==> config.mk <==
export PLATFORM = sky130hd
export DESIGN_NAME = dbus_arbiter
export DESIGN_NICKNAME = d
export VERILOG_FILES = /design/src/rtl/dbus_arbiter.sv
export SDC_FILE = /design/constraint.sdc
export NUM_CORES = 1
export LEC_CHECK = 0
export ABC_AREA = 1
export BUFFER_PORTS_ARGS = -buffer_cell sky130_fd_sc_hd__buf_2
export CAP_MARGIN = 20
export CORE_AREA = 3 3 122 124
export CTS_CLUSTER_SIZE = 25
export DETAILED_ROUTE_END_ITERATION = 7
export DIE_AREA = 0 0 125 127
export GPL_TIMING_DRIVEN = 1
export HOLD_SLACK_MARGIN = 0.1
export PLACE_DENSITY = 0.47
export SETUP_SLACK_MARGIN = 0.05
export SLEW_MARGIN = 0
export SYNTH_ARGS = -nofsm -noshare
export SYNTH_HDL_FRONTEND = slang
export SYNTH_SLANG_ARGS = --single-unit
==> constraint.sdc <==
create_clock -name clk -period 2.6 [get_ports clk]
set_clock_uncertainty 0.2 [all_clocks]
set_input_delay 0.39 -clock clk [delete_from_list [all_inputs] [get_ports clk]]
set_output_delay 0.39 -clock clk [all_outputs]
set_load 0.02 [all_outputs]
==> src/rtl/dbus_arbiter.sv <==
// Two-port data-bus arbiter: the MEM stage (port 0) has default priority, and the
// page-table walker (port 1) is forced in after STARVE_LIMIT port-0 wins while it waits.
package dbus_pkg;
  typedef struct packed {
    logic        valid;
    logic        we;
    logic [3:0]  wstrb;
    logic [31:0] addr;
    logic [31:0] wdata;
  } dbus_req_t;

  typedef struct packed {
    logic        addr_ok;
    logic        data_ok;
    logic [31:0] rdata;
  } dbus_resp_t;
endpackage

// state | meaning
// IDLE  | no owner, bus request held invalid, arbitration on the next edge
// GNT0  | port 0 owns the bus for one transaction
// GNT1  | port 1 owns the bus for one transaction
// LOCK0 | port 0 keeps the bus between transactions (AMO / LR-SC)
module dbus_arbiter
  import dbus_pkg::*;
#(
  parameter int STARVE_LIMIT = 4
) (
  input  logic       clk,
  input  logic       rst,
  input  dbus_req_t  dreq0,
  input  logic       lock0,
  output dbus_resp_t dresp0,
  input  dbus_req_t  dreq1,
  output dbus_resp_t dresp1,
  output dbus_req_t  dreq_o,
  input  dbus_resp_t dresp_i,
  output logic [1:0] grant,
  output logic       proto_err
);

  localparam int CW = (STARVE_LIMIT < 1) ? 1 : $clog2(STARVE_LIMIT + 1);
  localparam logic [CW-1:0] LIMIT = CW'(STARVE_LIMIT);

  typedef enum logic [1:0] {IDLE, GNT0, GNT1, LOCK0} state_t;

  state_t        state, state_nxt;
  logic [CW-1:0] starve_cnt, starve_nxt;
  logic          proto_set;
  logic          done;

  always_ff @(posedge clk or negedge rst) begin
    if (!rst) begin
      state      <= IDLE;
      starve_cnt <= '0;
      proto_err  <= 1'b0;
    end else begin
      state      <= state_nxt;
      starve_cnt <= starve_nxt;
      if (proto_set) proto_err <= 1'b1;
    end
  end

  // dreq_o is zero in IDLE, so completion can only be seen while someone owns the bus
  assign done = dreq_o.valid & dresp_i.addr_ok & dresp_i.data_ok;

  always_comb begin
    state_nxt  = state;
    starve_nxt = starve_cnt;
    proto_set  = 1'b0;
    case (state)
      IDLE: begin
        if (dreq0.valid && dreq1.valid) begin
          // counter never exceeds LIMIT, so the increment below saturates by construction
          if (starve_cnt == LIMIT) begin
            state_nxt  = GNT1;
            starve_nxt = '0;
          end else begin
            state_nxt  = GNT0;
            starve_nxt = starve_cnt + 1'b1;
          end
        end else if (dreq0.valid) begin
          state_nxt = GNT0;
        end else if (dreq1.valid) begin
          state_nxt  = GNT1;
          starve_nxt = '0;
        end
      end
      GNT0: begin
        if (!dreq0.valid) begin
          proto_set = 1'b1;
          state_nxt = IDLE;
        end else if (done) begin
          state_nxt = lock0 ? LOCK0 : IDLE;
        end
      end
      GNT1: begin
        if (!dreq1.valid) begin
          proto_set = 1'b1;
          state_nxt = IDLE;
        end else if (done) begin
          state_nxt = IDLE;
        end
      end
      LOCK0: begin
        // valid may legitimately drop here between the locked transactions
        if (dreq0.valid) begin
          if (done && !lock0) state_nxt = IDLE;
        end else if (!lock0) begin
          state_nxt = IDLE;
        end
      end
      default: state_nxt = IDLE;
    endcase
  end

  always_comb begin
    dreq_o = '0;
    dresp0 = '0;
    dresp1 = '0;
    grant  = 2'b00;
    case (state)
      GNT0, LOCK0: begin
        dreq_o = dreq0;
        dresp0 = dresp_i;
        grant  = 2'b01;
      end
      GNT1: begin
        dreq_o = dreq1;
        dresp1 = dresp_i;
        grant  = 2'b10;
      end
      default: ;
    endcase
  end

endmodule

==> summary.md, run 1 <==
| Metric | Value |
|---|---|
| Dpl hpwl | 9100 µm |
| Top cell type's share of synthesized area | 0.344 |
| Max-Cap Viols | 0 |
| RSZ-0062 raised after global routing | false |
| Routed wire length | 11000 µm |
| Total CTS buffers | 3 |
| IO buf count | 317 |
| Vias per cell | 3.89 |
| Initial DRT Pass Iterations | 4 |
| CTS H-tree lvls | 1 |
| Syn Nets | 624 |
| Vias in the first global route | 3257 |
| Setup CP Type | reg2out |
| WHS Endpoint | proto_err$_DFFE_PN0P_ |
| Area contributors post-synth | nand2_1 (34%), a21oi_1 (17%), inv_1 (14%) |
| Mapped Cells | 439 |
| Avg WL per Cell | 12.0 µm |
| Synth-to-Final Area Change | 87.7% |
| First-pass GRT wire length | 16600 µm |
| Final setup TNS | 0 ns |
| N_diodes | 0 |
| Final worst setup slack | 0.188 ns |
| Largest net degree at the start of global routing | 54 |
| Worst-path clk slew | 0.04 ns |
| CP Capture Type | output pin |
| Most frequent cells in the layout | buf_2 (317), nand2_1 (188), inv_1 (77) |
| DRC | 0 |
| Clk pwr share | 0.073 |
| Clk_lat worst skew | 0.23 ns |
| Worst reg2reg path depth | 9 |
| GRT Resource Usage Total | 0.122 |
| Leading cell type in the layout, fill and taps excluded | buf_2 |
| Pre-CTS WS | 0.329 ns |
| Synth Area per Inst | 4.68 µm² |
| Initial Util | 0.148 |
| Crit path arrival time | 1.82 ns |
| Slew @ Worst Pin | 0.565 ns |
| CTS root buf | clkbuf_16 |
| Distinct cells, synth | 20 |
| FF-to-FF setup slack | 0.76 ns |
| Sw Ratio | 0.628 |
| Post-CTS setup buffers | 0 |
| Placed cell count | 911 |
| Upper clock frequency limit | 415 MHz |
| GPL Wtd Cong | 0.816 |
| Num Clock Sinks | 6 |
| Share of layout cells above drive strength 1 | 0.451 |
| CP Data Required Time | 2.01 ns |
| Reg power frac | 0.048 |
| Min cycle time layout | 2.41 ns |
| Clock Path Buffers | 2 |
| Final Hold Violating Endpoints | 0 |
| PwrDens | 909 nW/µm² |
| Part of the cycle the worst path needs | 0.928 |
| Final ANT Viol Nets | 0 |
| Layout Nets | 922 |
| Sw power | 2200 µW |
| Power share of the combinational group | 0.879 |
| Row count | 43 |
| Post-layout total power | 3500 µW |
| Die Span X | 125 µm |
| Status | completed |
| HP Class | reg2reg |
| Rel. slew slack | 0.623 |
| Non-Filler Instances | 916 |
| Reg2reg start | state[0]$_DFFE_PN0P_ |
| # setup viols final | 0 |
| CTS tree | done |
| Largest area contributor in the netlist | nand2_1 |
| CORE AREA | 13900 µm² |
| Die height | 127 µm |
| Post-Syn Area | 2050 µm² |
| CP Launch Type | register |
| Iter 0 DRT Violations | 140 |
| VDD IR max | 0.590 mV |
| Crit path launch | state[0]$_DFFE_PN0P_ |
| Grt total ovfl | 0 |
| Boundary Pins | 318 |
| Die ar. | 15900 µm² |
| HP Start | proto_err$_DFFE_PN0P_ |
| Vias | 3565 |
| Internal power | 1300 µW |
| Static Leak | 0.00263 µW |
| CP max FO | 41 |
| FF+latch count, synth | 6 |
| Initial antenna violation count | 0 |
| Worst Hold Path Cells | 1 |
| Max-slew violations | 0 |
| Yosys warnings | 0 |
| Critical R2R Capture | state[0]$_DFFE_PN0P_ |
| Sequential share of the synthesized area | 0.0731 |
metal layers:
| layer | up-vias | global-route usage | part of all wire |
|---|---|---|---|
| li1 | 1895 | - | - |
| met1 | 1528 | 0.150 | 0.39 |
| met2 | 132 | 0.232 | 0.53 |
| met3 | 10 | 0.0192 | 0.062 |
| met4 | 0 | 0.0140 | 0.011 |
| met5 | - | 0 | 0 |
cell type report:
| cell class | instances | area [µm²] |
|---|---|---|
| tap | 180 | 225 |
| timing repair buffer | 325 | 1690 |
| multi-input combinational | 322 | 1410 |
| inverter | 79 | 299 |
| clock buffer | 4 | 78.8 |
| fill | 1634 | 10000 |
| sequential | 6 | 151 |
worst max path at each step:
stage	slack (ns)	cells after the start	end
global placement	0.38	6	dresp0[15]
detailed placement	0.33	6	dresp0[2]
floorplan	0.31	9	dreq_o[0]
global route	0.07	6	dreq_o[46]
finish	0.19	6	dreq_o[46]
CTS	0.08	6	dresp0[2]
power by group through the flow:
stage               Clock, µW  Sequential, µW  Combinational (µW)
finish                    257             168                3080
global route              270             175                3390
CTS                       260             169                3130
detailed placement          0             169                3110
global placement            0             168                3140
floorplan                   0             165                2110
worst max-delay path, cell delays in order, from the launching register on:
cell	delay, ns
dfrtp_2	0.43
inv_1	0.17
ha_4	0.30
buf_12	0.23
nand2_1	0.07
a21oi_1	0.17
buf_2	0.20
synth_stat cells:
cell type / n
nor2_1: 38
o21ai_1: 2
buf_4: 5
ha_1: 8
a21boi_1: 1
o22ai_1: 1
a21o_1: 1
inv_1: 77
or2_1: 1
nand4_1: 1
clkbuf_1: 6
nand3_1: 6
nand2_1: 188
nor3_1: 1
buf_2: 14
inv_2: 2
buf_6: 7
o21ai_0: 3
a21oi_1: 71
dfrtp_1: 6
sequential cells by signal (all words and copies together) (netlist names):
name / cells
state: 2
starve_cnt: 3
proto_err: 1
kinds of logic (layout without fill, tap and decap cells):
kind of cell	count (synthesis)	after routing	synth area share
and+or+nand+nor	235	235	0.436
buffers and inverters	111	408	0.246
AOI/OAI and AO/OA	79	79	0.196
adders and majority gates	8	8	0.0488
DFF	6	6	0.0731
what timing repair did:
item,in CTS,in global routing
gates resized for setup,0,2
setup endpoints to repair,0,35
endpoints found under the hold margin,6,0
hold buffers,1,0
metrics by stage:
| step | hold slack (ns) | utilization | instance area (µm²) |
|---|---|---|---|
| after floorplan | -0.106 | - | 2050 |
| after global placement | 0.0224 | 0.271 | 3760 |
| after detailed placement | 0.0204 | 0.271 | 3760 |
| after CTS | 0.280 | 0.277 | 3850 |
| after global routing | 0.307 | 0.278 | 3850 |
| final | 0.269 | 0.278 | 3850 |
Note: power is estimated with default switching activity, not from simulation.
==> run 2: changes to the inputs <==
==> constraint.sdc (replaced) <==
create_clock -name clk -period 2.6 [get_ports clk]
set_clock_uncertainty 0.2 [all_clocks]
set_input_delay 0.65 -clock clk [delete_from_list [all_inputs] [get_ports clk]]
set_output_delay 0.65 -clock clk [all_outputs]
set_load 0.02 [all_outputs]
==> summary.md, run 2 (same netlist as run 1, synthesis figures left out) <==
| Metric | Value |
|---|---|
| Max-Cap Viols | 0 (unchanged) |
| Initial DRT Pass Iterations | 5 (+1) |
| Largest net degree at the start of global routing | 49 (-9.3%) |
| CP Capture Type | output pin |
| Core occupancy in the finished layout | 0.291 (+0.0132) |
| IO buf count | 317 (unchanged) |
| PwrDens | 946 nW/µm² (+4.1%) |
| Worst Hold Path Cells | 1 (unchanged) |
| Busiest grt layer | met2 |
| CTS root buf | clkbuf_16 |
| Min cycle time layout | 2.49 ns (+0.0747 ns) |
| Reg power frac | 0.044 (-0.004) |
| Avg WL per Cell | 12.5 µm (+4.3%) |
| Met1 Usage GRT | 0.148 (-0.00196) |
| GPL Wtd Cong | 0.819 (+0.40%) |
| Part of the cycle the worst path needs | 0.956 (+0.0287) |
| Met3 usage | 0.0188 (-0.000418) |
| Post-route cell area | 4040 µm² (+4.7%) |
| Synth-to-Final Area Change | 96.6% |
| Vias per cell | 3.95 (+1.4%) |
| Post-layout total power | 3820 µW (+9.1%) |
| HP Class | reg2reg |
| GRT Resource Usage Total | 0.122 (-0.000229) |
| Worst-path clk slew | 0.04 ns (about the same) |
| Upper clock frequency limit | 402 MHz (-3.0%) |
| Rel. slew slack | 0.700 (+0.0767) |
| Routed wire length | 11600 µm (+5.3%) |
| Setup CP Type | reg2out |
| CP max FO | 35 (-15%) |
| CP Launch Type | register |
| Final ANT Viol Nets | 0 (unchanged) |
| Die ar. | 15900 µm² (unchanged) |
| Max-slew violations | 0 (unchanged) |
| Total CTS buffers | 3 (unchanged) |
| Num Clock Sinks | 6 (unchanged) |
| Vias in the first global route | 3262 (+0.15%) |
| Share of layout cells above drive strength 1 | 0.478 (+0.0268) |
| Met2 usage | 0.233 (+0.000949) |
| CTS H-tree lvls | 1 (unchanged) |
| VDD IR max | 0.547 mV (-7.4%) |
| Largest Register | starve_cnt |
| Initial antenna violation count | 0 (unchanged) |
| Max reg flops | 3 (unchanged) |
| Layout Nets | 931 (+0.98%) |
| Static Leak | 0.00269 µW (+2.4%) |
| Leading cell type in the layout, fill and taps excluded | buf_2 |
| Vias | 3650 (+2.4%) |
| Grt total ovfl | 0 (unchanged) |
| Sw Ratio | 0.609 (-0.0195) |
| Boundary Pins | 318 (unchanged) |
| Clk pwr share | 0.067 (-0.006) |
| DRC | 0 (unchanged) |
| Sw power | 2320 µW (+5.7%) |
| Iter 0 DRT Violations | 202 (+44%) |
| Biggest regs | starve_cnt: 3 flops, state: 2 flops, proto_err: 1 flops |
| Status | completed |
| # setup viols final | 0 (unchanged) |
| CTS tree | done |
| Crit path arrival time | 1.64 ns (-0.18 ns) |
| First-pass GRT wire length | 16500 µm (-0.54%) |
| Initial Util | 0.148 (unchanged) |
| Power share of the combinational group | 0.888 (+0.009) |
| Row count | 43 (unchanged) |
| Clock Path Buffers | 2 (unchanged) |
| Worst reg2reg path depth | 9 (unchanged) |
| Final hold slack | 0.247 ns (-0.0211 ns) |
| Die Span X | 125 µm (unchanged) |
| Die height | 127 µm (unchanged) |
| RSZ-0062 raised after global routing | true |
| CP Data Required Time | 1.75 ns (-0.26 ns) |
| Clk_lat worst skew | 0.23 ns (about the same) |
| Dpl cell area | 3850 µm² (+2.2%) |
| Final Hold Violating Endpoints | 0 (unchanged) |
| Internal power | 1500 µW (+15%) |
| N_diodes | 0 (unchanged) |
| Slew @ Worst Pin | 0.450 ns (-0.115 ns) |
| Most frequent cells in the layout | buf_2 (315), nand2_1 (188), inv_1 (75) |
| Dpl hpwl | 9390 µm (+3.2%) |
| CORE AREA | 13900 µm² (unchanged) |
| Final setup TNS | 0 ns (unchanged) |
run 2: final cells by class:
cell class                 count  area [µm²]
clock buffer                   4        78.8
fill                        1588        9840
inverter                      79         299
multi-input combinational    322        1470
sequential                     6         153
tap                          180         225
timing repair buffer         334        1810
run 2: critical path: stages, from the launching register on:
cell and delay (ns):
dfrtp_2 0.45, ha_1 0.24, or2_1 0.24, inv_2 0.07
buf_12 0.18, nor2_1 0.06, buf_2 0.16
run 2: per-layer routing:
layer	up-vias	part of all wire
met2	209	0.51
met4	0	0.013
met1	1517	0.39
met3	12	0.082
met5	-	0
li1	1912	-
run 2: timing repair:
| action | CTS | global route |
|---|---|---|
| buffers inserted | 0 | 2 |
| hold endpoints to repair | 6 | 0 |
| pin swaps | 0 | 1 |
| hold buffers | 1 | 0 |
| setup endpoints to repair | 107 | 74 |
| resized for setup | 3 | 9 |
| gates cloned | 0 | 2 |
run 2: stage by stage:
stage / cells / setup slack, ns
after floorplan: 439 / 0.0483
after global placement: 916 / 0.200
after detailed placement: 916 / 0.193
after CTS: 921 / 0.0401
after global routing: 925 / 0.0163
final: 925 / 0.114
run 2: worst paths after layout:
kind,from,end,slack (ns)
worst max-delay path,state[0]$_DFFE_PN0P_,dresp0[3],0.11
worst min-delay path,proto_err$_DFFE_PN0P_,proto_err$_DFFE_PN0P_,0.25
worst max register to register,state[0]$_DFFE_PN0P_,state[0]$_DFFE_PN0P_,0.87
worst min register to register,proto_err$_DFFE_PN0P_,proto_err$_DFFE_PN0P_,0.25
max in group asynchronous,rst,state[0]$_DFFE_PN0P_,1.46
min in group asynchronous,rst,proto_err$_DFFE_PN0P_,0.58
run 2: power groups by stage:
stage	Clock, µW	Sequential [µW]	Combinational (µW)
finish	257	169	3390
global route	263	175	3700
CTS	260	170	3290
detailed placement	0	168	3250
global placement	0	169	3290
floorplan	0	165	2150
==> run 3: changes to the inputs <==
--- a/config.mk
+++ b/config.mk
@@ -15,6 +15,7 @@
 export GPL_TIMING_DRIVEN = 1
 export HOLD_SLACK_MARGIN = 0.1
 export PLACE_DENSITY = 0.47
+export RECOVER_POWER = 50
 export SETUP_SLACK_MARGIN = 0.05
 export SLEW_MARGIN = 0
 export SYNTH_ARGS = -nofsm -noshare
==> summary.md, run 3 (same netlist as run 1, synthesis figures left out) <==
| Metric | Value |
|---|---|
| Worst-path cell chain | inv_4 -> ha_4 -> buf_12 -> buf_6 -> nand2_1 -> inv_1 -> clkbuf_1 |
| Die Span X | 125 µm (unchanged) |
| First-pass GRT wire length | 16500 µm (unchanged) |
| Iter 0 DRT Violations | 221 (+9.4%) |
| Part of the cycle the worst path needs | 0.958 (+0.00185) |
| Fillers | 1603 (+0.94%) |
| N_diodes | 0 (unchanged) |
| Critical Path Max Stage Delay | 0.45 ns (about the same) |
| Static Leak | 0.00255 µW (-5.4%) |
| VDD IR max | 0.547 mV (+0.15%) |
| Largest Register | starve_cnt |
| CP max FO | 17 (-51%) |
| CORE AREA | 13900 µm² (unchanged) |
| Max reg flops | 3 (unchanged) |
| GPL Wtd Cong | 0.819 (unchanged) |
| Most frequent cells in the layout | buf_2 (258), nand2_1 (188), inv_1 (75) |
| Min cycle time layout | 2.49 ns (+0.00481 ns) |
| PwrDens | 945 nW/µm² (-0.15%) |
| Initial DRT Pass Iterations | 5 (unchanged) |
| Synth-to-Final Area Change | 94.0% |
| Max-slew violations | 0 (unchanged) |
| Share of layout cells above drive strength 1 | 0.436 (-0.0416) |
| CTS tree | done |
| Crit path arrival time | 1.64 ns (about the same) |
| Die height | 127 µm (unchanged) |
| Final ANT Viol Nets | 0 (unchanged) |
| Biggest regs | starve_cnt: 3 flops, state: 2 flops, proto_err: 1 flops |
| Upper clock frequency limit | 401 MHz (-0.19%) |
| Slew @ Worst Pin | 0.443 ns (-0.00716 ns) |
| Grt total ovfl | 0 (unchanged) |
| Worst-path clk slew | 0.04 ns (about the same) |
| Vias per cell | 3.90 (-1.1%) |
| Clk_lat worst skew | 0.23 ns (about the same) |
| GRT Resource Usage Total | 0.122 (unchanged) |
| Leading cell type in the layout, fill and taps excluded | buf_2 |
| Initial Util | 0.148 (unchanged) |
| Dpl hpwl | 9390 µm (unchanged) |
| CP Launch Type | register |
| Final worst setup slack | 0.109 ns (-0.00481 ns) |
| Pre-CTS WS | 0.193 ns (unchanged) |
| Final hold slack | 0.253 ns (+0.00511 ns) |
| HP Class | reg2reg |
| Status | completed |
| # setup viols final | 0 (unchanged) |
| RSZ-0062 raised after global routing | true |
| Avg WL per Cell | 12.5 µm (-0.42%) |
| IO buf count | 317 (unchanged) |
| Core occupancy in the finished layout | 0.287 (-0.00379) |
| Die ar. | 15900 µm² (unchanged) |
| Sequential cell area | 153 µm² (unchanged) |
| DRC | 0 (unchanged) |
| CTS root buf | clkbuf_16 |
| Area of the multi-input gates | 1470 µm² (unchanged) |
| Boundary Pins | 318 (unchanged) |
| Vias | 3610 (-1.1%) |
| Clock Path Buffers | 2 (unchanged) |
| Routed wire length | 11600 µm (-0.42%) |
| Num Clock Sinks | 6 (unchanged) |
| Total CTS buffers | 3 (unchanged) |
| CP Data Required Time | 1.75 ns (about the same) |
| CTS H-tree lvls | 1 (unchanged) |
| Final Hold Violating Endpoints | 0 (unchanged) |
| CP Capture Type | output pin |
| Vias in the first global route | 3262 (unchanged) |
| Initial antenna violation count | 0 (unchanged) |
| Setup CP Type | reg2out |
| Layout Nets | 931 (unchanged) |
| Rel. slew slack | 0.705 (+0.00478) |
| Critical-path top delay cell | dfrtp_2 |
| Max-Cap Viols | 0 (unchanged) |
| Final setup TNS | 0 ns (unchanged) |
| Largest net degree at the start of global routing | 49 (unchanged) |
| Row count | 43 (unchanged) |
[run 3: cell count changes in the layout (fill, tap and decap cells not counted), sizes merged]
cell | previous run | this run
buf | 331 | 275
clkbuf | 6 | 62
[run 3: where the power goes]
part	switching (µW)	leakage [µW]	total [µW]	internal, µW
combinational	2240	0.00244	3340	1100
clock	53.4	0.0000382	257	204
sequential	34.6	0.0000724	169	134
total	2320	0.00255	3760	1440
[run 3: routing by layer]
metal	wire (µm)	vias up	share of wire	global-route usage
met5	0	-	0	0
met4	109	0	0.0094	0.0159
li1	-	1911	-	-
met1	4640	1506	0.40	0.148
met2	5940	185	0.51	0.233
met3	865	8	0.075	0.0188
[run 3: metrics by stage]
stage	std cells	instance area, µm²	total power, µW
3_3_place_gp	916	3850	3460
2_1_floorplan	439	2090	2310
4_1_cts	921	3950	3720
5_1_grt	925	3980	4090
3_5_place_dp	916	3850	3420
6_report	925	3980	3760
[run 3: final cells by class]
type / instances / share of cell area
flip-flops and latches: 6 / 0.0383
multi-input cells: 322 / 0.368
clock buffers: 4 / 0.0198
well taps: 180 / 0.0565
inverters: 79 / 0.0751
repair buffers: 334 / 0.442
[run 3: critical path, delay by kind of cell (launching register included)]
| family | cells | cell delay [ns] |
|---|---|---|
| and+or+nand+nor | 1 | 0.05 |
| DFF | 1 | 0.45 |
| buffers and inverters | 5 | 0.69 |
| adders and majority gates | 1 | 0.21 |
[run 3: path summary, 6_finish.rpt]
check / startpoint / to / slack (ns) / cells past startpoint
setup / recovery: state[0]$_DFFE_PN0P_ / dresp1[5] / 0.11 / 7
hold / removal: proto_err$_DFFE_PN0P_ / proto_err$_DFFE_PN0P_ / 0.25 / 1
setup reg to reg: state[0]$_DFFE_PN0P_ / state[0]$_DFFE_PN0P_ / 0.87 / 9
hold reg to reg: proto_err$_DFFE_PN0P_ / proto_err$_DFFE_PN0P_ / 0.25 / 1
max in group asynchronous: rst / state[0]$_DFFE_PN0P_ / 1.28 / 2
min in group asynchronous: rst / proto_err$_DFFE_PN0P_ / 0.64 / 2
[run 3: repair_timing]
action                                 in CTS  in global routing
gates cloned                                0                  2
setup endpoints to repair                 107                 74
setup buffers                               0                  2
resized for setup                           3                  9
endpoints found under the hold margin       6                  0
pin swaps                                   0                  1
hold buffers                                1                  0
